<file path="config.mk">
export PLATFORM = sky130hd
export DESIGN_NAME = store_buffer
export DESIGN_NICKNAME = d
export VERILOG_FILES = /design/src/rtl/store_buffer.sv
export SDC_FILE = /design/constraint.sdc
export NUM_CORES = 1
export LEC_CHECK = 0
export BUFFER_PORTS_ARGS = -buffer_cell sky130_fd_sc_hd__buf_2
export CORE_MARGIN = 4
export CORE_UTILIZATION = 30
export DETAILED_ROUTE_END_ITERATION = 12
export PLACE_DENSITY = 0.55
export REMOVE_ABC_BUFFERS = 1
export SLEW_MARGIN = 5
export SYNTH_ARGS = -nofsm -noshare
export SYNTH_HDL_FRONTEND = slang
export SYNTH_SLANG_ARGS = --single-unit
export TNS_END_PERCENT = 50
</file>
<file path="constraint.sdc">
create_clock -name clk -period 9.6 [get_ports clk]
set_input_delay 0.48 -clock clk [delete_from_list [all_inputs] [get_ports clk]]
set_output_delay 0.48 -clock clk [all_outputs]
set_load 0.01 [all_outputs]
</file>
<file path="src/rtl/store_buffer.sv">
// Store buffer between the MEM stage and the data memory. One store drains per cycle when no load uses the port.
// Macro STBUF_FWD_EN enables word store-to-load forwarding from the youngest matching entry.
module store_buffer #(
  parameter int WIDTH = 32,
  parameter int DEPTH = 4
) (
  input  logic                   clk,
  input  logic                   reset_n,
  input  logic                   StoreEn,
  input  logic                   LoadEn,
  input  logic                   Fence,
  input  logic [1:0]             WidthSrcIn,
  input  logic [WIDTH-1:0]       AIn,
  input  logic [WIDTH-1:0]       WDIn,
  output logic                   MemWE,
  output logic [1:0]             MemWidthSrc,
  output logic [WIDTH-1:0]       MemA,
  output logic [WIDTH-1:0]       MemWD,
  output logic                   Stall,
  output logic                   LoadFwdValid,
  output logic [WIDTH-1:0]       LoadFwdData,
  output logic                   Empty,
  output logic [$clog2(DEPTH):0] Count
);

  localparam int PW = $clog2(DEPTH);
  localparam int CW = PW + 1;

  logic [DEPTH-1:0] valid_q, valid_d;
  logic [WIDTH-1:0] a_q  [DEPTH];
  logic [WIDTH-1:0] wd_q [DEPTH];
  logic [1:0]       ws_q [DEPTH];
  logic [PW-1:0]    head_q, head_d;
  logic [PW-1:0]    tail_q, tail_d;
  logic [CW-1:0]    count_q, count_d;

  logic          hit;
  logic          fwd;
  logic          load_conflict;
  logic          drain;
  logic          enqueue;
  logic          full;
  logic [PW-1:0] idx;
`ifdef STBUF_FWD_EN
  logic [PW-1:0] hit_idx;
`endif

  // Walk oldest to youngest so the last match seen is the youngest one.
  always_comb begin
    hit = 1'b0;
    idx = '0;
`ifdef STBUF_FWD_EN
    hit_idx = '0;
`endif
    for (int i = 0; i < DEPTH; i++) begin
      idx = head_q + PW'(i);
      if (valid_q[idx] && (a_q[idx][WIDTH-1:2] == AIn[WIDTH-1:2])) begin
        hit = 1'b1;
`ifdef STBUF_FWD_EN
        hit_idx = idx;
`endif
      end
    end
  end

  always_comb begin
`ifdef STBUF_FWD_EN
    fwd          = LoadEn & (WidthSrcIn == 2'b00) & hit & (ws_q[hit_idx] == 2'b00);
    LoadFwdData  = fwd ? wd_q[hit_idx] : '0;
`else
    fwd          = 1'b0;
    LoadFwdData  = '0;
`endif
    LoadFwdValid  = fwd;
    full          = (count_q == CW'(DEPTH));
    load_conflict = LoadEn & hit & ~fwd;
    drain         = (count_q != '0) & (~LoadEn | load_conflict);
    enqueue       = StoreEn & ~LoadEn & (~full | drain);
    Stall         = (StoreEn & full & ~drain) | load_conflict
                  | (Fence & (count_q != '0)) | (StoreEn & LoadEn);
    Empty         = (count_q == '0);
    Count         = count_q;

    // The port serves the load whenever the head is not being written.
    MemWE       = drain;
    MemWD       = wd_q[head_q];
    MemA        = drain ? a_q[head_q]  : AIn;
    MemWidthSrc = drain ? ws_q[head_q] : WidthSrcIn;
  end

  always_comb begin
    valid_d = valid_q;
    head_d  = head_q;
    tail_d  = tail_q;
    count_d = count_q;
    // Clear before set: a full buffer can pop and push the same slot.
    if (drain) begin
      valid_d[head_q] = 1'b0;
      head_d          = head_q + PW'(1);
    end
    if (enqueue) begin
      valid_d[tail_q] = 1'b1;
      tail_d          = tail_q + PW'(1);
    end
    if (enqueue && !drain) begin
      count_d = count_q + CW'(1);
    end else if (drain && !enqueue) begin
      count_d = count_q - CW'(1);
    end
  end

  always_ff @(posedge clk or negedge reset_n) begin
    if (!reset_n) begin
      valid_q <= '0;
      head_q  <= '0;
      tail_q  <= '0;
      count_q <= '0;
    end else begin
      valid_q <= valid_d;
      head_q  <= head_d;
      tail_q  <= tail_d;
      count_q <= count_d;
    end
  end

  always_ff @(posedge clk or negedge reset_n) begin
    if (!reset_n) begin
      for (int i = 0; i < DEPTH; i++) begin
        a_q[i]  <= '0;
        wd_q[i] <= '0;
        ws_q[i] <= '0;
      end
    end else if (enqueue) begin
      a_q[tail_q]  <= AIn;
      wd_q[tail_q] <= WDIn;
      ws_q[tail_q] <= WidthSrcIn;
    end
  end

endmodule
</file>
==> results.yml <==
sta:
  max_freq_ghz: 0.139
  timing.final.ws_setup_ns: 2.38
  setup_skew_ns: 0.0145
  slew_margin_rel_pct: 18.3
  setup_viol_count_final: 0
  final_max_slew_viol_count: 0
  max_slew.worst_pin.slew_ns: 1.22
  final-hold-violation-count: 0
  period_share_pct: 75.2
  final_period_minus_worst_setup_slack_ns: 7.22
  grt_setup_unrepaired: "false"
cells_and_area:
  design.final.nets: 1538
  syn_to_final_growth_pct: 13.0
  nFillCells: 5631
  drive_gt1_share_pct: 40.5
yosys:
  yosys.area.top_type: "dfrtp_1"
  synth-async-reset-ratio_pct: 100
  netlist-cell-type-count: 63
  syn_inst: 1389
  ys_seq_elements: 275
  yosys_most_used_dff: "dfrtp_1"
  synth_seq_area_share_pct: 39.6
  synth_top_cell_area_share_pct: 39.6
  synth.avg_cell_area_um2: 12.5
  synth_top_cells_by_count: "275 x dfrtp_1, 250 x mux2_2, 117 x mux4_2"
  synth_enable_flop_cells: 0
  synthTopCellsByArea: "dfrtp_1 40%, mux2_2 16%, mux4_2 15%"
  synth_most_common_cell: "dfrtp_1"
  synthesis.yosys.warnings: 0
  post_synth_instance_area_um2: 17400
global_routing:
  grt_antenna_before_repair: 4
  grt.met2_usage_pct: 25.6
  grt_overflow: 0
  grt_first_pass_wirelength_um: 79500
  grt_max_degree: 167
  grt.met3_usage_pct: 4.33
  grt_usage_pct: 16.5
  global_route.usage.met1_pct: 22.8
  grt_pass1_vias: 12200
  grt-busiest-layer: "met2"
route:
  route.detailed.drc: 0
  detail_route.wirelength_um: 52400
  antenna_violating_nets_post_route: 0
  viasPerCell: 5.47
  drt-initial-drc-count: 919
  dr_total_vias: 12200
  avgRoutedWirePerCell_um: 23.4
  drt_pass_1_iters: 6
place:
  globalplace.congestion: 0.929
  port_buffers: 142
  pre_cts_ws_ns: 3.02
  hpwlAfterDp_um: 35000
power_and_ir_drop:
  power.leakage_uw: 0.00803
  power_density_nw_per_um2: 404
  post-layout-total-power_uw: 7930
  ir_worst_vdd_mv: 0.168
floorplan:
  die_height_um: 249
  core_area_um2: 56800
  die-width_um: 249
  top_level_ports: 176
  floorplan.die_area_um2: 61800
  effective_utilization_at_floorplan_pct: 30.6
  std_cell_rows: 87
clock_tree:
  post-cts-setup-buffer-count: 0
  number_of_buffers_added_by_the_clock_tree_synthesis_step: 35
  postcts_resize_cnt: 0
  h_tree_lvls: 2
  clk_latency_ns: 0.55
  clockRootBuffer: "clkbuf_16"
  postCtsHoldBufs: 0
  clkTransAtPathRegs_ns: 0.05
  cts_sinks: 275
  clock_tree.buffer_depth: 3
  tritoncts_clock_tree: "done"
min_path:
  hold_class: "in2async"
run_status:
  run_status: "completed"
setup_path:
  critical-path-top-delay-family: "buffers and inverters"
  end_kind: "output port"
  crit_buf_inv: 3
  worstPathCellList: "inv_1, ha_4, buf_4, mux4_2, xor2_1, a2111oi_0, nand4_1, o22a_1, nand2_2, o211ai_1, buf_2"
  crit_path_top_delay_cell: "ha_4"
  cp.arrival_ns: 6.74
  maximum_fanout_count_along_the_critical_path: 52
  timing_worst_setup_path_type: "reg2out"
  cpPeakStageDelay_ns: 0.99
  crit_required_ns: 9.12
  worstSetupStartpointType: "register"
run:
  maxCapViolCount: 0
kinds of logic after synthesis:
family                     count (synthesis)  synth area share, %
AOI/OAI and AO/OA                        219                 8.95
xor gates and xnor gates                 106                 5.35
adders and majority gates                 10                0.764
buffers and inverters                    177                 5.61
DFF                                      275                 39.6
muxes                                    435                 35.3
other                                      1               0.0216
and+or+nand+nor                          166                 4.39
metrics by stage:
step | hold WS [ns] | std cells | setup TNS, ns | util (%) | cell area [µm²]
floorplan | 0.184 | 1259 | -132.54 | - | 16600
global placement | 0.469 | 2176 | 0 | 32.5 | 18500
detailed placement | 0.481 | 2176 | 0 | 32.5 | 18500
CTS | 0.0443 | 2239 | 0 | 34.5 | 19600
global route | 0.0830 | 2239 | 0 | 34.5 | 19600
finish | 0.0292 | 2240 | 0 | 34.5 | 19600
flip-flops by register name, indices dropped and copies added (netlist names):
name,count
a_q,128
wd_q,128
ws_q,8
valid_q,4
Count,3
head_q,2
tail_q,2
final cells by class:
class / instances / area, µm² / share of cell area (%)
flip-flops and latches: 275 / 6890 / 35.1
clock inverters: 11 / 129 / 0.657
repair buffers: 161 / 876 / 4.46
clock buffers: 52 / 1030 / 5.25
well taps: 756 / 946 / 4.82
inverters: 15 / 56.3 / 0.287
multi-input cells: 969 / 9690 / 49.4
diodes: 1 / 2.50 / 0.0128
final timing paths:
| path | from | end | slack (ns) | cells past startpoint |
|---|---|---|---|---|
| worst min register to register | Count[2] | Count[2] | 0.49 | 1 |
| worst max register to register | head_q[0] | Count[1] | 3.19 | 14 |
| min in group clk | WDIn[14] | wd_q[46] | 0.21 | 2 |
| max in group asynchronous | reset_n | wd_q[100] | 8.13 | 2 |
| worst max-delay path | head_q[0] | MemA[1] | 2.38 | 11 |
| worst min-delay path | reset_n | Count[2] | 0.03 | 1 |
where the power goes:
group	switching, µW	internal (µW)
logic	2130	2190
registers	535	1740
clock network	531	801
total	3200	4730
per-layer routing:
layer,vias up,wire length (µm)
met2,455,24000
met3,83,4100
met1,6360,23000
li1,5341,-
met4,6,1350
met5,-,34
cells in the final DEF (no fill, tap or decap), types with 7 or more instances in the layout:
cell and count:
dfrtp_1 273, mux2_2 250, buf_2 141, mux4_2 117, xnor2_1 84, nand2_1 76, mux2i_1 68, o211ai_1 64
o21ai_0 40, clkbuf_16 36, conb_1 33, nor2_1 32, a22oi_1 32, a21oi_1 24, xor2_1 22, nand4_1 18
buf_4 18, o22ai_1 13, inv_1 11, clkbuf_1 9, nand3_1 8, ha_1 8, clkbuf_8 7
Power figures use the tool's default switching activity.
